<file path="src/rtl/alu_byte_ctrl_pkg.sv">
`default_nettype none
// ============================================================================
// Module : alu_byte_ctrl_pkg
// Brief  : Shared types and constants for the ALU byte-stream front-end:
//          FSM state encoding, ALU unit-select codes, STATUS bit layout and
//          the reserved-opcode mask.
// Rev    : 1.0  initial release
// ============================================================================
package alu_byte_ctrl_pkg;

  // Controller FSM states, in frame order
  typedef enum logic [2:0] {
    ST_IDLE = 3'd0,
    ST_RX_A = 3'd1,
    ST_RX_B = 3'd2,
    ST_EXEC = 3'd3,
    ST_WAIT = 3'd4,
    ST_CAPT = 3'd5,
    ST_TX   = 3'd6
  } state_e;

  // ALU unit selected by function code bits [3:2]
  localparam logic [1:0] c_unit_arith = 2'b00;
  localparam logic [1:0] c_unit_logic = 2'b01;
  localparam logic [1:0] c_unit_cmp   = 2'b10;
  localparam logic [1:0] c_unit_shift = 2'b11;

  // STATUS byte = {bad, 3'b0, opc[3:0]}
  localparam int c_status_bad_bit = 7;

  // Opcode bits that must be zero for a good frame
  localparam logic [7:0] c_opc_rsvd_mask = 8'hF0;

endpackage : alu_byte_ctrl_pkg
`default_nettype wire

</file>
<file path="src/rtl/alu_byte_ctrl_if.sv">
`default_nettype none
// ============================================================================
// Module : alu_byte_ctrl_if
// Brief  : Bundles the RX/TX byte streams and the ALU operand/result ports of
//          the byte front-end. master = controller view, slave = environment
//          (byte source/sink and ALU) view.
// Rev    : 1.0  initial release
// ============================================================================
interface alu_byte_ctrl_if #(
  parameter int WIDTH = 16
) ();

  // Command byte stream (into the controller)
  logic [7:0]         rx_data;
  logic               rx_valid;
  logic               rx_ready;

  // Response byte stream (out of the controller)
  logic [7:0]         tx_data;
  logic               tx_valid;
  logic               tx_ready;

  // ALU operands / function code
  logic [WIDTH-1:0]   alu_a;
  logic [WIDTH-1:0]   alu_b;
  logic [3:0]         alu_fun;

  // ALU unit results and unit-valid flags
  logic [2*WIDTH-1:0] arith_out;
  logic [WIDTH-1:0]   logic_out;
  logic [WIDTH-1:0]   cmp_out;
  logic [WIDTH-1:0]   shift_out;
  logic               arith_flag;
  logic               logic_flag;
  logic               cmp_flag;
  logic               shift_flag;

  modport master (
    input  rx_data, rx_valid,
    output rx_ready,
    output tx_data, tx_valid,
    input  tx_ready,
    output alu_a, alu_b, alu_fun,
    input  arith_out, logic_out, cmp_out, shift_out,
    input  arith_flag, logic_flag, cmp_flag, shift_flag
  );

  modport slave (
    output rx_data, rx_valid,
    input  rx_ready,
    input  tx_data, tx_valid,
    output tx_ready,
    input  alu_a, alu_b, alu_fun,
    output arith_out, logic_out, cmp_out, shift_out,
    output arith_flag, logic_flag, cmp_flag, shift_flag
  );

endinterface : alu_byte_ctrl_if
`default_nettype wire

</file>
<file path="src/rtl/alu_byte_ctrl_ser.sv">
`default_nettype none
// ============================================================================
// Module : alu_byte_ser
// Brief  : Loads a multi-byte word and emits it MSB-first on a valid/ready
//          byte stream. done is high during the handshake of the last byte.
// Rev    : 1.0  initial release
// ============================================================================
module alu_byte_ser #(
  parameter int NBYTES = 5
) (
  input  wire logic                  clk,
  input  wire logic                  rst_n,
  input  wire logic                  load,
  input  wire logic [8*NBYTES-1:0]   din,
  output logic      [7:0]            tx_data,
  output logic                       tx_valid,
  input  wire logic                  tx_ready,
  output logic                       done
);

  localparam int SW = $clog2(NBYTES + 1);
  localparam logic [SW-1:0] c_last = SW'(NBYTES - 1);

  logic [8*NBYTES-1:0] sh_q, sh_d;
  logic [SW-1:0]       cnt_q, cnt_d;
  logic                valid_q, valid_d;
  logic                w_fire;

  assign w_fire   = valid_q & tx_ready;
  assign tx_data  = sh_q[8*NBYTES-1 -: 8];
  assign tx_valid = valid_q;
  assign done     = w_fire & (cnt_q == c_last);

  // Next-state: load a new word, or shift one byte out per handshake
  always_comb begin
    sh_d    = sh_q;
    cnt_d   = cnt_q;
    valid_d = valid_q;
    if (load) begin
      sh_d    = din;
      cnt_d   = '0;
      valid_d = 1'b1;
    end else if (w_fire) begin
      sh_d = sh_q << 8;
      if (cnt_q == c_last) begin
        cnt_d   = '0;
        valid_d = 1'b0;
      end else begin
        cnt_d = cnt_q + 1'b1;
      end
    end
  end

  // Serializer registers
  always_ff @(posedge clk or negedge rst_n) begin
    if (!rst_n) begin
      sh_q    <= '0;
      cnt_q   <= '0;
      valid_q <= 1'b0;
    end else begin
      sh_q    <= sh_d;
      cnt_q   <= cnt_d;
      valid_q <= valid_d;
    end
  end

endmodule : alu_byte_ser
`default_nettype wire

</file>
<file path="src/rtl/alu_byte_ctrl.sv">
`default_nettype none
// ============================================================================
// Module : alu_byte_ctrl
// Brief  : Byte-framed command front-end for the ALU. Receives OPC, A, B on
//          the RX stream, drives the ALU, captures the enabled unit's output
//          and returns {STATUS, RESULT} on the TX stream.
// Rev    : 1.0  initial release
// ============================================================================
module alu_byte_ctrl #(
  parameter int WIDTH   = 16,
  parameter int TIMEOUT = 255
) (
  input  wire logic        clk,
  input  wire logic        rst_n,
  alu_byte_ctrl_if.master  bus,
  output logic             busy,
  output logic             err
);

  import alu_byte_ctrl_pkg::*;

  localparam int N  = WIDTH / 8;
  localparam int NB = 2 * N + 1;
  localparam int CW = $clog2(2 * N + 1);
  localparam int TW = $clog2(TIMEOUT + 1);
  localparam logic [CW-1:0] c_last_byte = CW'(N - 1);
  localparam logic [TW-1:0] c_tmo_last  = TW'(TIMEOUT - 1);

  state_e               state_q, state_d;
  logic [CW-1:0]        cnt_q, cnt_d;
  logic [TW-1:0]        tmo_q, tmo_d;
  logic [3:0]           opc_q, opc_d;
  logic                 bad_q, bad_d;
  // Holds all operand bytes except the one arriving on the current edge
  logic [2*WIDTH-9:0]   op_sh_q, op_sh_d;
  logic [WIDTH-1:0]     alu_a_q, alu_a_d;
  logic [WIDTH-1:0]     alu_b_q, alu_b_d;
  logic [3:0]           alu_fun_q, alu_fun_d;
  logic                 rx_ready_q, rx_ready_d;
  logic                 busy_q, busy_d;
  logic                 err_q, err_d;

  logic                 w_accept;
  logic [2*WIDTH-1:0]   w_ops;
  logic                 w_last;
  logic                 w_tmo_hit;
  logic [2*WIDTH-1:0]   w_unit_res;
  logic                 w_unit_flag;
  logic                 w_cap_bad;
  logic [7:0]           w_status;
  logic [2*WIDTH-1:0]   w_result;
  logic                 w_ser_load;
  logic                 w_ser_done;

  assign w_accept  = bus.rx_valid & rx_ready_q;
  assign w_ops     = {op_sh_q, bus.rx_data};
  assign w_last    = (cnt_q == c_last_byte);
  assign w_tmo_hit = (tmo_q == c_tmo_last);

  // Select the enabled unit's result; a missing flag or a bad frame yields zero
  always_comb begin
    w_unit_res  = '0;
    w_unit_flag = 1'b0;
    case (bus.alu_fun[3:2])
      c_unit_arith: begin
        w_unit_res  = bus.arith_out;
        w_unit_flag = bus.arith_flag;
      end
      c_unit_logic: begin
        w_unit_res  = {{WIDTH{1'b0}}, bus.logic_out};
        w_unit_flag = bus.logic_flag;
      end
      c_unit_cmp: begin
        w_unit_res  = {{WIDTH{1'b0}}, bus.cmp_out};
        w_unit_flag = bus.cmp_flag;
      end
      default: begin
        w_unit_res  = {{WIDTH{1'b0}}, bus.shift_out};
        w_unit_flag = bus.shift_flag;
      end
    endcase
    w_cap_bad = bad_q | ~w_unit_flag;
    w_result  = w_cap_bad ? '0 : w_unit_res;
    w_status  = {4'b0000, opc_q};
    w_status[c_status_bad_bit] = w_cap_bad;
  end

  assign w_ser_load = (state_q == ST_CAPT);

  alu_byte_ser #(
    .NBYTES (NB)
  ) u_ser (
    .clk      (clk),
    .rst_n    (rst_n),
    .load     (w_ser_load),
    .din      ({w_status, w_result}),
    .tx_data  (bus.tx_data),
    .tx_valid (bus.tx_valid),
    .tx_ready (bus.tx_ready),
    .done     (w_ser_done)
  );

  // Frame FSM next-state: receive, execute, capture, transmit
  always_comb begin
    state_d   = state_q;
    cnt_d     = cnt_q;
    tmo_d     = tmo_q;
    opc_d     = opc_q;
    bad_d     = bad_q;
    op_sh_d   = op_sh_q;
    alu_a_d   = alu_a_q;
    alu_b_d   = alu_b_q;
    alu_fun_d = alu_fun_q;
    err_d     = 1'b0;
    case (state_q)
      ST_IDLE: begin
        if (w_accept) begin
          opc_d   = bus.rx_data[3:0];
          bad_d   = |(bus.rx_data & c_opc_rsvd_mask);
          cnt_d   = '0;
          tmo_d   = '0;
          state_d = ST_RX_A;
        end
      end
      ST_RX_A, ST_RX_B: begin
        if (w_accept) begin
          op_sh_d = w_ops[2*WIDTH-9:0];
          tmo_d   = '0;
          if (w_last) begin
            cnt_d = '0;
            if (state_q == ST_RX_A) begin
              state_d = ST_RX_B;
            end else if (bad_q) begin
              // Bad frame: skip the ALU, leave its inputs untouched
              state_d = ST_CAPT;
            end else begin
              alu_a_d   = w_ops[2*WIDTH-1:WIDTH];
              alu_b_d   = w_ops[WIDTH-1:0];
              alu_fun_d = opc_q;
              state_d   = ST_EXEC;
            end
          end else begin
            cnt_d = cnt_q + 1'b1;
          end
        end else if (w_tmo_hit) begin
          // Source went quiet mid-frame: drop it silently apart from ERR
          tmo_d   = '0;
          cnt_d   = '0;
          err_d   = 1'b1;
          state_d = ST_IDLE;
        end else begin
          tmo_d = tmo_q + 1'b1;
        end
      end
      ST_EXEC: state_d = ST_WAIT;
      ST_WAIT: state_d = ST_CAPT;
      ST_CAPT: state_d = ST_TX;
      ST_TX: begin
        if (w_ser_done) begin
          state_d = ST_IDLE;
        end
      end
      default: state_d = ST_IDLE;
    endcase
    rx_ready_d = (state_d == ST_IDLE) || (state_d == ST_RX_A) || (state_d == ST_RX_B);
    busy_d     = (state_d != ST_IDLE);
  end

  // Controller registers, including the registered status outputs
  always_ff @(posedge clk or negedge rst_n) begin
    if (!rst_n) begin
      state_q    <= ST_IDLE;
      cnt_q      <= '0;
      tmo_q      <= '0;
      opc_q      <= '0;
      bad_q      <= 1'b0;
      op_sh_q    <= '0;
      alu_a_q    <= '0;
      alu_b_q    <= '0;
      alu_fun_q  <= '0;
      rx_ready_q <= 1'b1;
      busy_q     <= 1'b0;
      err_q      <= 1'b0;
    end else begin
      state_q    <= state_d;
      cnt_q      <= cnt_d;
      tmo_q      <= tmo_d;
      opc_q      <= opc_d;
      bad_q      <= bad_d;
      op_sh_q    <= op_sh_d;
      alu_a_q    <= alu_a_d;
      alu_b_q    <= alu_b_d;
      alu_fun_q  <= alu_fun_d;
      rx_ready_q <= rx_ready_d;
      busy_q     <= busy_d;
      err_q      <= err_d;
    end
  end

  assign bus.rx_ready = rx_ready_q;
  assign bus.alu_a    = alu_a_q;
  assign bus.alu_b    = alu_b_q;
  assign bus.alu_fun  = alu_fun_q;
  assign busy         = busy_q;
  assign err          = err_q;

endmodule : alu_byte_ctrl
`default_nettype wire

</file>
<file path="src/flat_wrapper.sv">
// flat-port wrapper written by rule: the top's interface ports become plain ports
module alu_byte_ctrl_flat import alu_byte_ctrl_pkg::*;
#(
  parameter int WIDTH   = 16,
  parameter int TIMEOUT = 255
)
  (clk, rst_n, busy, err, bus_rx_data, bus_rx_valid, bus_rx_ready, bus_tx_data, bus_tx_valid, bus_tx_ready, bus_alu_a, bus_alu_b, bus_alu_fun, bus_arith_out, bus_logic_out, bus_cmp_out, bus_shift_out, bus_arith_flag, bus_logic_flag, bus_cmp_flag, bus_shift_flag);
  alu_byte_ctrl_if #(.WIDTH(WIDTH)) bus_i ();
  input  wire logic clk;
  input  wire logic rst_n;
  output logic busy;
  output logic err;
  input wire logic [$bits(bus_i.rx_data)-1:0] bus_rx_data;
  input wire logic [$bits(bus_i.rx_valid)-1:0] bus_rx_valid;
  output wire logic [$bits(bus_i.rx_ready)-1:0] bus_rx_ready;
  output wire logic [$bits(bus_i.tx_data)-1:0] bus_tx_data;
  output wire logic [$bits(bus_i.tx_valid)-1:0] bus_tx_valid;
  input wire logic [$bits(bus_i.tx_ready)-1:0] bus_tx_ready;
  output wire logic [$bits(bus_i.alu_a)-1:0] bus_alu_a;
  output wire logic [$bits(bus_i.alu_b)-1:0] bus_alu_b;
  output wire logic [$bits(bus_i.alu_fun)-1:0] bus_alu_fun;
  input wire logic [$bits(bus_i.arith_out)-1:0] bus_arith_out;
  input wire logic [$bits(bus_i.logic_out)-1:0] bus_logic_out;
  input wire logic [$bits(bus_i.cmp_out)-1:0] bus_cmp_out;
  input wire logic [$bits(bus_i.shift_out)-1:0] bus_shift_out;
  input wire logic [$bits(bus_i.arith_flag)-1:0] bus_arith_flag;
  input wire logic [$bits(bus_i.logic_flag)-1:0] bus_logic_flag;
  input wire logic [$bits(bus_i.cmp_flag)-1:0] bus_cmp_flag;
  input wire logic [$bits(bus_i.shift_flag)-1:0] bus_shift_flag;
  assign bus_i.rx_data = bus_rx_data;
  assign bus_i.rx_valid = bus_rx_valid;
  assign bus_rx_ready = bus_i.rx_ready;
  assign bus_tx_data = bus_i.tx_data;
  assign bus_tx_valid = bus_i.tx_valid;
  assign bus_i.tx_ready = bus_tx_ready;
  assign bus_alu_a = bus_i.alu_a;
  assign bus_alu_b = bus_i.alu_b;
  assign bus_alu_fun = bus_i.alu_fun;
  assign bus_i.arith_out = bus_arith_out;
  assign bus_i.logic_out = bus_logic_out;
  assign bus_i.cmp_out = bus_cmp_out;
  assign bus_i.shift_out = bus_shift_out;
  assign bus_i.arith_flag = bus_arith_flag;
  assign bus_i.logic_flag = bus_logic_flag;
  assign bus_i.cmp_flag = bus_cmp_flag;
  assign bus_i.shift_flag = bus_shift_flag;
  alu_byte_ctrl #(.WIDTH(WIDTH), .TIMEOUT(TIMEOUT)) u_core (.clk(clk), .rst_n(rst_n), .bus(bus_i), .busy(busy), .err(err));
endmodule
</file>
<file path="config.mk">
export PLATFORM = sky130hd
export DESIGN_NAME = alu_byte_ctrl_flat
export DESIGN_NICKNAME = d
export VERILOG_FILES = /design/src/rtl/alu_byte_ctrl_pkg.sv /design/src/rtl/alu_byte_ctrl_if.sv /design/src/rtl/alu_byte_ctrl_ser.sv /design/src/rtl/alu_byte_ctrl.sv /design/src/flat_wrapper.sv
export SDC_FILE = /design/constraint.sdc
export NUM_CORES = 1
export LEC_CHECK = 0
export ABC_AREA = 0
export CAP_MARGIN = 5
export CORE_ASPECT_RATIO = 0.75
export CORE_MARGIN = 5
export CORE_UTILIZATION = 30
export CTS_CLUSTER_DIAMETER = 100
export DETAILED_ROUTE_END_ITERATION = 10
export REMOVE_ABC_BUFFERS = 1
export SYNTH_ARGS = -nofsm -noshare
export SYNTH_HDL_FRONTEND = slang
export SYNTH_SLANG_ARGS = --single-unit
</file>
<file path="constraint.sdc">
create_clock -name clk -period 2.5 [get_ports clk]
set_clock_uncertainty 0.1 [all_clocks]
set_input_delay 0.5 -clock clk [delete_from_list [all_inputs] [get_ports clk]]
set_output_delay 0.5 -clock clk [all_outputs]
set_load 0.01 [all_outputs]
</file>
==> impl_results.md, run 1 <==
* Routed via count at 4497
* Largest net degree at the start of global routing at 63
* Busiest grt layer: met2
* Final hold violation count at 0
* Data arrival, critical path at 2.55 ns
* Number of synthesized flops with an enable pin at 0
* Most used DFF post-synth: dfrtp_1
* P_sw at 3.12 mW
* PwrDens at 1160 mW/mm^2
* Worst Path Required at 2.69 ns
* Root buffer cell: clkbuf_16
* Die Footprint at 0.0226 sq mm
* H-tree lvl count at 4
* Clk buf depth at 2
* Synth cell types at 50
* Crit-path leading delay family: buffers and inverters
* Synthesized area at 0.00589 sq mm
* Max cap viols at 0
* Sequential share of power at 0.363
* Hold WC Path Type: flop to flop
* Filler cells at 1783
* Layout area overhead at 40.7%
* Final Critical Period at 2.37 ns
* Max IR drop VDD at 0.523 mV
* GRT Total Usage at 0.137
* Status: finished clean
* Worst-Skew Late Latency at 0.41 ns
* Post-detail-place hpwl at 10900 microns
* DRC Markers at 0
* Global-route wire length before repair at 25100 microns
* Min-Delay Path Depth at 2
* CTS sink cnt at 126
* Critical path's largest stage delay at 0.45 ns
* Via-to-Cell Ratio at 4.71
* Gate power share at 0.392
* Antenna cell count at 0
* Drt wl/cell at 15.5 microns
* # resized after CTS at 0
* Grt ovf at 0
* I/O Pins at 144
* Worst Setup Path Type: primary input to flop
* Top cell type's share of synthesized area at 0.531
* Largest area contributor in the netlist: dfrtp_1
* Rows at 44
* Nets@finish at 789
* Clock-pin slew on the worst setup and hold paths at 0.05 ns
* LEAKAGE at 3.74 nW
* CP max stage cell: clkdlybuf4s50_1
* Final count of pins violating max slew at 0
* CTS tree: built
* Final setup violation count at 0
* IO buf count at 143
* RSZ-0062 raised after global routing: false
* GP Congestion at 0.803
* Crit-path cells: clkdlybuf4s50_1 -> and2_0 -> or4_4 -> o221ai_2 -> a21bo_2 -> buf_12 -> mux2_4
* Grt met3 use at 0.0414
* Core ar. at 0.0193 sq mm
* Cts bufs inserted at 17
* Reg2reg setup slack at 0.14 ns
* Int Power at 6.47 mW
* Slew HR at 0.616
* Switch share at 0.325
* Power share of the clock group at 0.246
* Share of layout cells above drive strength 1 at 0.177
* 1st-pass router iterations at 4
* Antenna violations before repair at 0
* Total Wirelength at 14800 microns
* Asr flop ratio synth at 1.00
* Global Route met2 Usage at 0.214
* Top post-synthesis cells by area: dfrtp_1 (53%), nand2_1 (8.2%), mux2_4 (7.6%), mux4_2 (6.5%), o21ai_0 (3.4%)
* Met1 GRT Util at 0.188
* Die W at 172 microns
* Cts hold-fix bufs at 1
* Setup TNS at 0 ns
* Most common cell in the netlist: nand2_1
* 1st-iter DRT viols at 271
* Worst R2R Path Depth at 6
* CP Launch Type: primary input
* Worst-Margin Slew at 0.576 ns
* Worst-path maximum fanout at 20
* Levels on crit path at 7
* Post-Place Worst Slack at -0.269 ns
* Buf/Inv on CP at 2
* Highest Clock Rate at 423 MHz
* Worst setup margin at 0.134 ns
* Post-CTS setup buffers at 0
* Final hold slack at 0.373 ns
* Period utilisation layout at 0.946
* Top post-synthesis cells by count: nand2_1 (129), dfrtp_1 (125), o21ai_0 (40)
* Initial Util at 0.305
* Util after Layout at 0.429
* Number of global-route vias before repair at 4829
* Die Ht at 131 microns
* Synth warn at 0
* CP Capture Type: flop
* Syn_area_per_cell at 11.0 sq um
* Post-synthesis register bit count at 126
* Cells after synthesis at 535
* Tot Pwr at 9.59 mW
* Final ANT Viol Nets at 0
* Register area share after synthesis at 0.535
worst min-delay path: stages (launching register included):
cell and delay (ns):
dfrtp_1 0.34, nand2_1 0.05, nand2_1 0.05
kinds of logic (layout without fill, tap and decap cells):
group | count (synthesis) | count (layout) | share of synthesized area
flops | 126 | 126 | 0.535
fa+ha+maj | 4 | 4 | 0.00849
mux | 57 | 57 | 0.161
buf+inv | 41 | 208 | 0.0384
compound gates | 103 | 103 | 0.102
simple gates | 201 | 201 | 0.151
xor+xnor | 3 | 3 | 0.00446
sequential cells by signal, summed over array words and instances (netlist names), 3 cells and up:
name and flops:
u_core.u_ser.cnt_q 3, u_core.state_q 3, u_core.tmo_q 8, u_core.bus.alu_b 16, u_core.bus.alu_a 16, u_core.op_sh_q 24
u_core.cnt_q 3, u_core.bus.alu_fun 4, u_core.u_ser.sh_q 40, u_core.opc_q 4
metrics by stage:
stage	std cells	cell area, sq um
2_1_floorplan	498	5680
3_3_place_gp	922	7710
3_5_place_dp	922	7710
4_1_cts	955	8290
5_1_grt	955	8290
6_report	955	8290
final timing paths:
kind | endpoint | from
min reg2reg | u_core.op_sh_q[19]$_DFFE_PN0P_ | u_core.op_sh_q[19]$_DFFE_PN0P_
min | u_core.op_sh_q[19]$_DFFE_PN0P_ | u_core.op_sh_q[19]$_DFFE_PN0P_
min in group asynchronous | u_core.bus.alu_a[6]$_DFFE_PN0P_ | rst_n
max | u_core.bus.alu_a[15]$_DFFE_PN0P_ | bus_rx_valid
max in group asynchronous | u_core.u_ser.cnt_q[0]$_DFFE_PN0P_ | rst_n
max reg2reg | u_core.bus.alu_a[15]$_DFFE_PN0P_ | u_core.state_q[0]$_DFF_PN0_
layout make-up:
class                      instances  area [sq um]  share of cell area
sequential                       126          3150               0.380
multi-input combinational        368          2520               0.303
timing repair buffer             172          1720               0.207
clock buffer                      26           519              0.0626
tap                              253           317              0.0382
clock inverter                     6          55.1             0.00664
inverter                           4          15.0             0.00181
power groups by stage:
stage | Combinational, mW | Clock (mW) | Sequential [mW]
2_1_floorplan | 2.02 | 0 | 3.55
3_3_place_gp | 3.69 | 0 | 3.46
3_5_place_dp | 3.78 | 0 | 3.51
4_1_cts | 3.81 | 2.42 | 3.48
5_1_grt | 4.15 | 2.53 | 3.60
6_report | 3.76 | 2.36 | 3.48
layout by cell type, fill, tap and decap left out, types with 4 or more instances in the layout:
| cell | n |
|---|---|
| a31oi_1 | 5 |
| a21oi_1 | 37 |
| dfrtp_1 | 125 |
| buf_4 | 23 |
| clkinv_2 | 5 |
| ha_1 | 4 |
| clkbuf_16 | 17 |
| clkbuf_8 | 6 |
| nand2_1 | 129 |
| a21o_1 | 4 |
| mux4_2 | 17 |
| a22o_1 | 8 |
| nor3b_1 | 5 |
| o21ai_0 | 40 |
| nor2b_1 | 4 |
| nor2_1 | 34 |
| mux2_2 | 10 |
| buf_12 | 5 |
| clkdlybuf4s50_1 | 142 |
| mux2_4 | 30 |
layer usage:
| metal | vias to the layer above | share of wire |
|---|---|---|
| li1 | 2165 | - |
| met1 | 2201 | 0.46 |
| met2 | 119 | 0.48 |
| met3 | 12 | 0.057 |
| met4 | 0 | 0.0097 |
| met5 | - | 0 |
(Power assumes the default switching activity.)
==> run 2: changes to the inputs <==
--- a/config.mk
+++ b/config.mk
@@ -8,7 +8,6 @@
 export ABC_AREA = 0
 export CAP_MARGIN = 5
 export CORE_ASPECT_RATIO = 0.75
-export CORE_MARGIN = 5
 export CORE_UTILIZATION = 30
 export CTS_CLUSTER_DIAMETER = 100
 export DETAILED_ROUTE_END_ITERATION = 10
==> impl_results.md, run 2 (synthesized netlist as in run 1, its figures left out) <==
* Root buffer cell: clkbuf_16
* Die Ht at 123 microns
* Max cap viols at 0
* Total Wirelength at 14500 microns
* IO buf count at 143
* Post-detail-place hpwl at 10500 microns
* CP max stage cell: nor3b_1
* Setup TNS at 0 ns
* 1st-pass router iterations at 5
* Worst Setup Path Type: flop to flop
* Final count of pins violating max slew at 0
* Crit-path cells: nor3b_1 -> or4_1 -> o221ai_2 -> a21bo_2 -> buf_12 -> mux2_2
* Largest net degree at the start of global routing at 52
* Util after Layout at 0.439
* Core ar. at 0.0188 sq mm
* Data arrival, critical path at 2.64 ns
* Post-CTS setup buffers at 0
* Nets@finish at 787
* Clk buf depth at 2
* Final hold violation count at 0
* Worst-Margin Slew at 0.700 ns
* Worst-Skew Late Latency at 0.41 ns
* I/O Pins at 144
* Antenna cell count at 0
* CP Launch Type: flop
* Commonest non-fill, non-tap cells in the layout: clkdlybuf4s50_1 (142), nand2_1 (129), dfrtp_1 (125), o21ai_0 (40), a21oi_1 (37)
* GP Congestion at 0.846
* Routed via count at 4532
* Grt ovf at 0
* Sequential cell area at 0.00315 sq mm
* RSZ-0062 raised after global routing: false
* Via-to-Cell Ratio at 4.79
* Critical path's largest stage delay at 0.59 ns
* Commonest non-fill, non-tap cell in the layout: clkdlybuf4s50_1
* Max FFs per register at 40
* DRC Markers at 0
* Hold WC Path Type: flop to flop
* Clock-pin slew on the worst setup and hold paths at 0.06 ns
* Status: finished clean
* Final setup violation count at 0
* Finished Layout Cells at 947
* Die W at 164 microns
* Worst Path Required at 2.69 ns
* Period utilisation layout at 0.980
* CTS tree: built
* Share of layout cells above drive strength 1 at 0.179
* Initial Util at 0.313
* CTS sink cnt at 126
* Cts bufs inserted at 17
* Final ANT Viol Nets at 0
* Layout area overhead at 40.4%
* Placed insts at 914
* Global-route wire length before repair at 24100 microns
* Top reg by flops: u_core.u_ser.sh_q
* H-tree lvl count at 4
* PwrDens at 1160 mW/mm^2
* GRT Total Usage at 0.154
* Highest Clock Rate at 408 MHz
* Drt wl/cell at 15.3 microns
* Antenna violations before repair at 0
* 1st-iter DRT viols at 225
* Crit-path leading delay family: simple AND/OR/NAND/NOR gates
* LEAKAGE at 3.71 nW
* Worst-path maximum fanout at 36
* Area of the multi-input gates at 0.00252 sq mm
* Max IR drop VDD at 0.521 mV
* CP Capture Type: flop
* Biggest regs: u_core.u_ser.sh_q: 40 flops, u_core.op_sh_q: 24 flops
* Number of global-route vias before repair at 4673
* Final Critical Period at 2.45 ns
* Filler cells at 1756
* Buf/Inv on CP at 1
* Rows at 43
* Die Footprint at 0.0202 sq mm
* Slew HR at 0.532
run 2: final cells by class:
| class | count | share of cell area |
|---|---|---|
| Clock buffer | 19 | 0.0548 |
| Clock inverter | 13 | 0.0169 |
| Inverter | 4 | 0.00182 |
| Multi-Input combinational cell | 368 | 0.304 |
| Sequential cell | 126 | 0.381 |
| Tap cell | 247 | 0.0374 |
| Timing Repair Buffer | 170 | 0.204 |
run 2: worst paths after layout:
path                                                startpoint                                end  cells after the start  slack (ns)
worst max-delay path               u_core.cnt_q[0]$_DFFE_PN0P_  u_core.bus.alu_fun[0]$_DFFE_PN0P_                      6        0.05
max in group asynchronous                                rst_n  u_core.u_ser.cnt_q[2]$_DFFE_PN0P_                      3        1.09
worst min-delay path            u_core.op_sh_q[19]$_DFFE_PN0P_     u_core.op_sh_q[19]$_DFFE_PN0P_                      2        0.38
min in group asynchronous                                rst_n   u_core.bus.alu_a[15]$_DFFE_PN0P_                      2        0.53
worst min register to register  u_core.op_sh_q[19]$_DFFE_PN0P_     u_core.op_sh_q[19]$_DFFE_PN0P_                      2        0.38
worst max register to register     u_core.cnt_q[0]$_DFFE_PN0P_  u_core.bus.alu_fun[0]$_DFFE_PN0P_                      6        0.05
run 2: worst min-delay path: stages (launching register included):
cell	delay, ns
dfrtp_1	0.34
nand2_1	0.05
nand2_1	0.05
run 2: layer usage:
layer / track usage / routed length [microns] / vias up
met4: 0.0509 / 132 / 0
met2: 0.242 / 6850 / 96
met5: 0 / 0 / -
met3: 0.0362 / 595 / 10
met1: 0.210 / 6880 / 2269
li1: - / - / 2157
run 2: stage by stage:
step	cell area (sq um)	total power, mW	hold WS, ns	worst slack (ns)
finish	8270	9.61	0.377	0.0505
global route	8270	10.3	0.399	0.0176
CTS	8270	9.71	0.381	0.0981
detailed placement	7670	7.22	0.367	-0.281
global placement	7670	7.08	0.358	-0.222
floorplan	5680	5.57	0.104	-0.488
run 2: what timing repair did:
action	CTS	global route
hold buffers	1	0
gates resized for setup	0	0
hold endpoints to repair	38	0
run 2: power by group:
| group | switching (mW) | total [mW] | internal, mW | leakage (nW) |
|---|---|---|---|---|
| combinational | 1.67 | 3.71 | 2.04 | 1.82 |
| clock | 0.920 | 2.44 | 1.52 | 0.281 |
| sequential | 0.595 | 3.46 | 2.87 | 1.62 |
| total | 3.19 | 9.61 | 6.42 | 3.71 |
==> run 3: changes to the inputs <==
--- a/config.mk
+++ b/config.mk
@@ -9,8 +9,8 @@
 export CAP_MARGIN = 5
 export CORE_ASPECT_RATIO = 0.75
 export CORE_UTILIZATION = 30
-export CTS_CLUSTER_DIAMETER = 100
 export DETAILED_ROUTE_END_ITERATION = 10
+export PLACE_DENSITY_LB_ADDON = 0.12
 export REMOVE_ABC_BUFFERS = 1
 export SYNTH_ARGS = -nofsm -noshare
 export SYNTH_HDL_FRONTEND = slang
==> impl_results.md, run 3 (synthesized netlist as in run 1, its figures left out) <==
* Final count of pins violating max slew at 0
* Cts bufs inserted at 17
* Sequential share of power at 0.352
* Number of global-route vias before repair at 4650
* Post-Place Worst Slack at -0.258 ns
* CTS sink cnt at 126
* Post-CTS setup buffers at 0
* Period utilisation layout at 0.947
* Finished Layout Cells at 944
* Drt wl/cell at 15.4 microns
* GP Congestion at 0.776
* Switch share at 0.322
* Gate power share at 0.372
* I/O Pins at 144
* Highest Clock Rate at 423 MHz
* Nets@finish at 784
* H-tree lvl count at 4
* Setup TNS at 0 ns
* Final ANT Viol Nets at 0
* Final Critical Period at 2.37 ns
* RSZ-0062 raised after global routing: false
* Die Footprint at 0.0202 sq mm
* GRT Total Usage at 0.157
* Max FFs per register at 40
* Core ar. at 0.0188 sq mm
* Worst-Skew Late Latency at 0.41 ns
* Worst Setup Path Type: flop to flop
* Reg2reg setup slack at 0.13 ns
* Initial Util at 0.313
* Via-to-Cell Ratio at 4.70
* 1st-iter DRT viols at 231
* Global-route wire length before repair at 24200 microns
* Top reg by flops: u_core.u_ser.sh_q
* P_sw at 3.17 mW
* Area post-placement at 0.00764 sq mm
* Antenna cell count at 0
* Cts hold-fix bufs at 0
* Status: finished clean
* Share of layout cells above drive strength 1 at 0.176
* Root buffer cell: clkbuf_16
* Die W at 164 microns
* LEAKAGE at 3.74 nW
* Power share of the clock group at 0.276
* CP Launch Type: flop
* CP Capture Type: flop
* Commonest non-fill, non-tap cells in the layout: clkdlybuf4s50_1 (142), nand2_1 (129), dfrtp_1 (125), o21ai_0 (40), a21oi_1 (37)
* Placed insts at 912
* Worst Path Required at 2.70 ns
* Total Wirelength at 14500 microns
* Rows at 43
* Post-detail-place hpwl at 10300 microns
* Final hold violation count at 0
* Largest net degree at the start of global routing at 45
* Slew HR at 0.542
* Max cap viols at 0
* Antenna violations before repair at 0
* Commonest non-fill, non-tap cell in the layout: clkdlybuf4s50_1
* Die Ht at 123 microns
* CTS tree: built
* Worst setup margin at 0.134 ns
* Layout area overhead at 41.0%
* Post-route design area at 0.00831 sq mm
* 1st-pass router iterations at 5
* Clock-pin slew on the worst setup and hold paths at 0.06 ns
* Max IR drop VDD at 0.611 mV
* Biggest regs: u_core.u_ser.sh_q: 40 flops, u_core.op_sh_q: 24 flops
* # resized after CTS at 0
* Final setup violation count at 0
* Hold WC Path Type: primary input to asynchronous set/reset pin
* Worst-Margin Slew at 0.686 ns
* Clk buf depth at 2
* PwrDens at 1180 mW/mm^2
* DRC Markers at 0
* Grt ovf at 0
* IO buf count at 143
* Worst-path maximum fanout at 11
* Data arrival, critical path at 2.56 ns
* Int Power at 6.68 mW
* Routed via count at 4437
run 3: power by group through the flow:
stage / logic [mW] / clock network (mW) / registers [mW]
finish: 3.67 / 2.71 / 3.47
global route: 4.07 / 2.88 / 3.59
CTS: 3.71 / 2.78 / 3.48
detailed placement: 3.70 / 0 / 3.50
global placement: 3.63 / 0 / 3.48
floorplan: 2.02 / 0 / 3.55
run 3: cell type report:
| cell class | instances | area (sq um) |
|---|---|---|
| fillers | 1784 | 10500 |
| flip-flops and latches | 126 | 3150 |
| multi-input cells | 368 | 2530 |
| repair buffers | 167 | 1650 |
| clock buffers | 19 | 443 |
| well taps | 247 | 309 |
| clock inverters | 13 | 211 |
| inverters | 4 | 15.0 |
run 3: worst paths after layout:
check,startpoint,cells past startpoint,to
worst min-delay path,rst_n,1,u_core.bus.alu_fun[0]$_DFFE_PN0P_
worst max-delay path,u_core.state_q[0]$_DFF_PN0_,6,u_core.bus.alu_a[10]$_DFFE_PN0P_
worst max register to register,u_core.state_q[0]$_DFF_PN0_,6,u_core.bus.alu_a[10]$_DFFE_PN0P_
worst min register to register,u_core.op_sh_q[21]$_DFFE_PN0P_,2,u_core.op_sh_q[21]$_DFFE_PN0P_
max in group asynchronous,rst_n,2,u_core.bus.alu_a[15]$_DFFE_PN0P_
min in group clk,u_core.op_sh_q[21]$_DFFE_PN0P_,2,u_core.op_sh_q[21]$_DFFE_PN0P_
run 3: worst max-delay path, cell delays in order, from the launching register on:
cell and delay, ns:
dfrtp_1 0.54, inv_2 0.10, or4_4 0.52, o221ai_2 0.19
a21bo_2 0.29, buf_4 0.21, mux2_4 0.31
run 3: layer usage:
layer | routed length, microns | track usage
met4 | 121 | 0.0527
met5 | 0 | 0
met3 | 463 | 0.0399
met2 | 6930 | 0.246
met1 | 6980 | 0.210
run 3: stage by stage:
step / hold WS, ns / util / power, mW
2_1_floorplan: 0.104 / - / 5.57
3_3_place_gp: 0.358 / 0.406 / 7.11
3_5_place_dp: 0.367 / 0.406 / 7.20
4_1_cts: 0.0113 / 0.441 / 9.97
5_1_grt: 0.0327 / 0.441 / 10.5
6_report: 0.00223 / 0.441 / 9.85
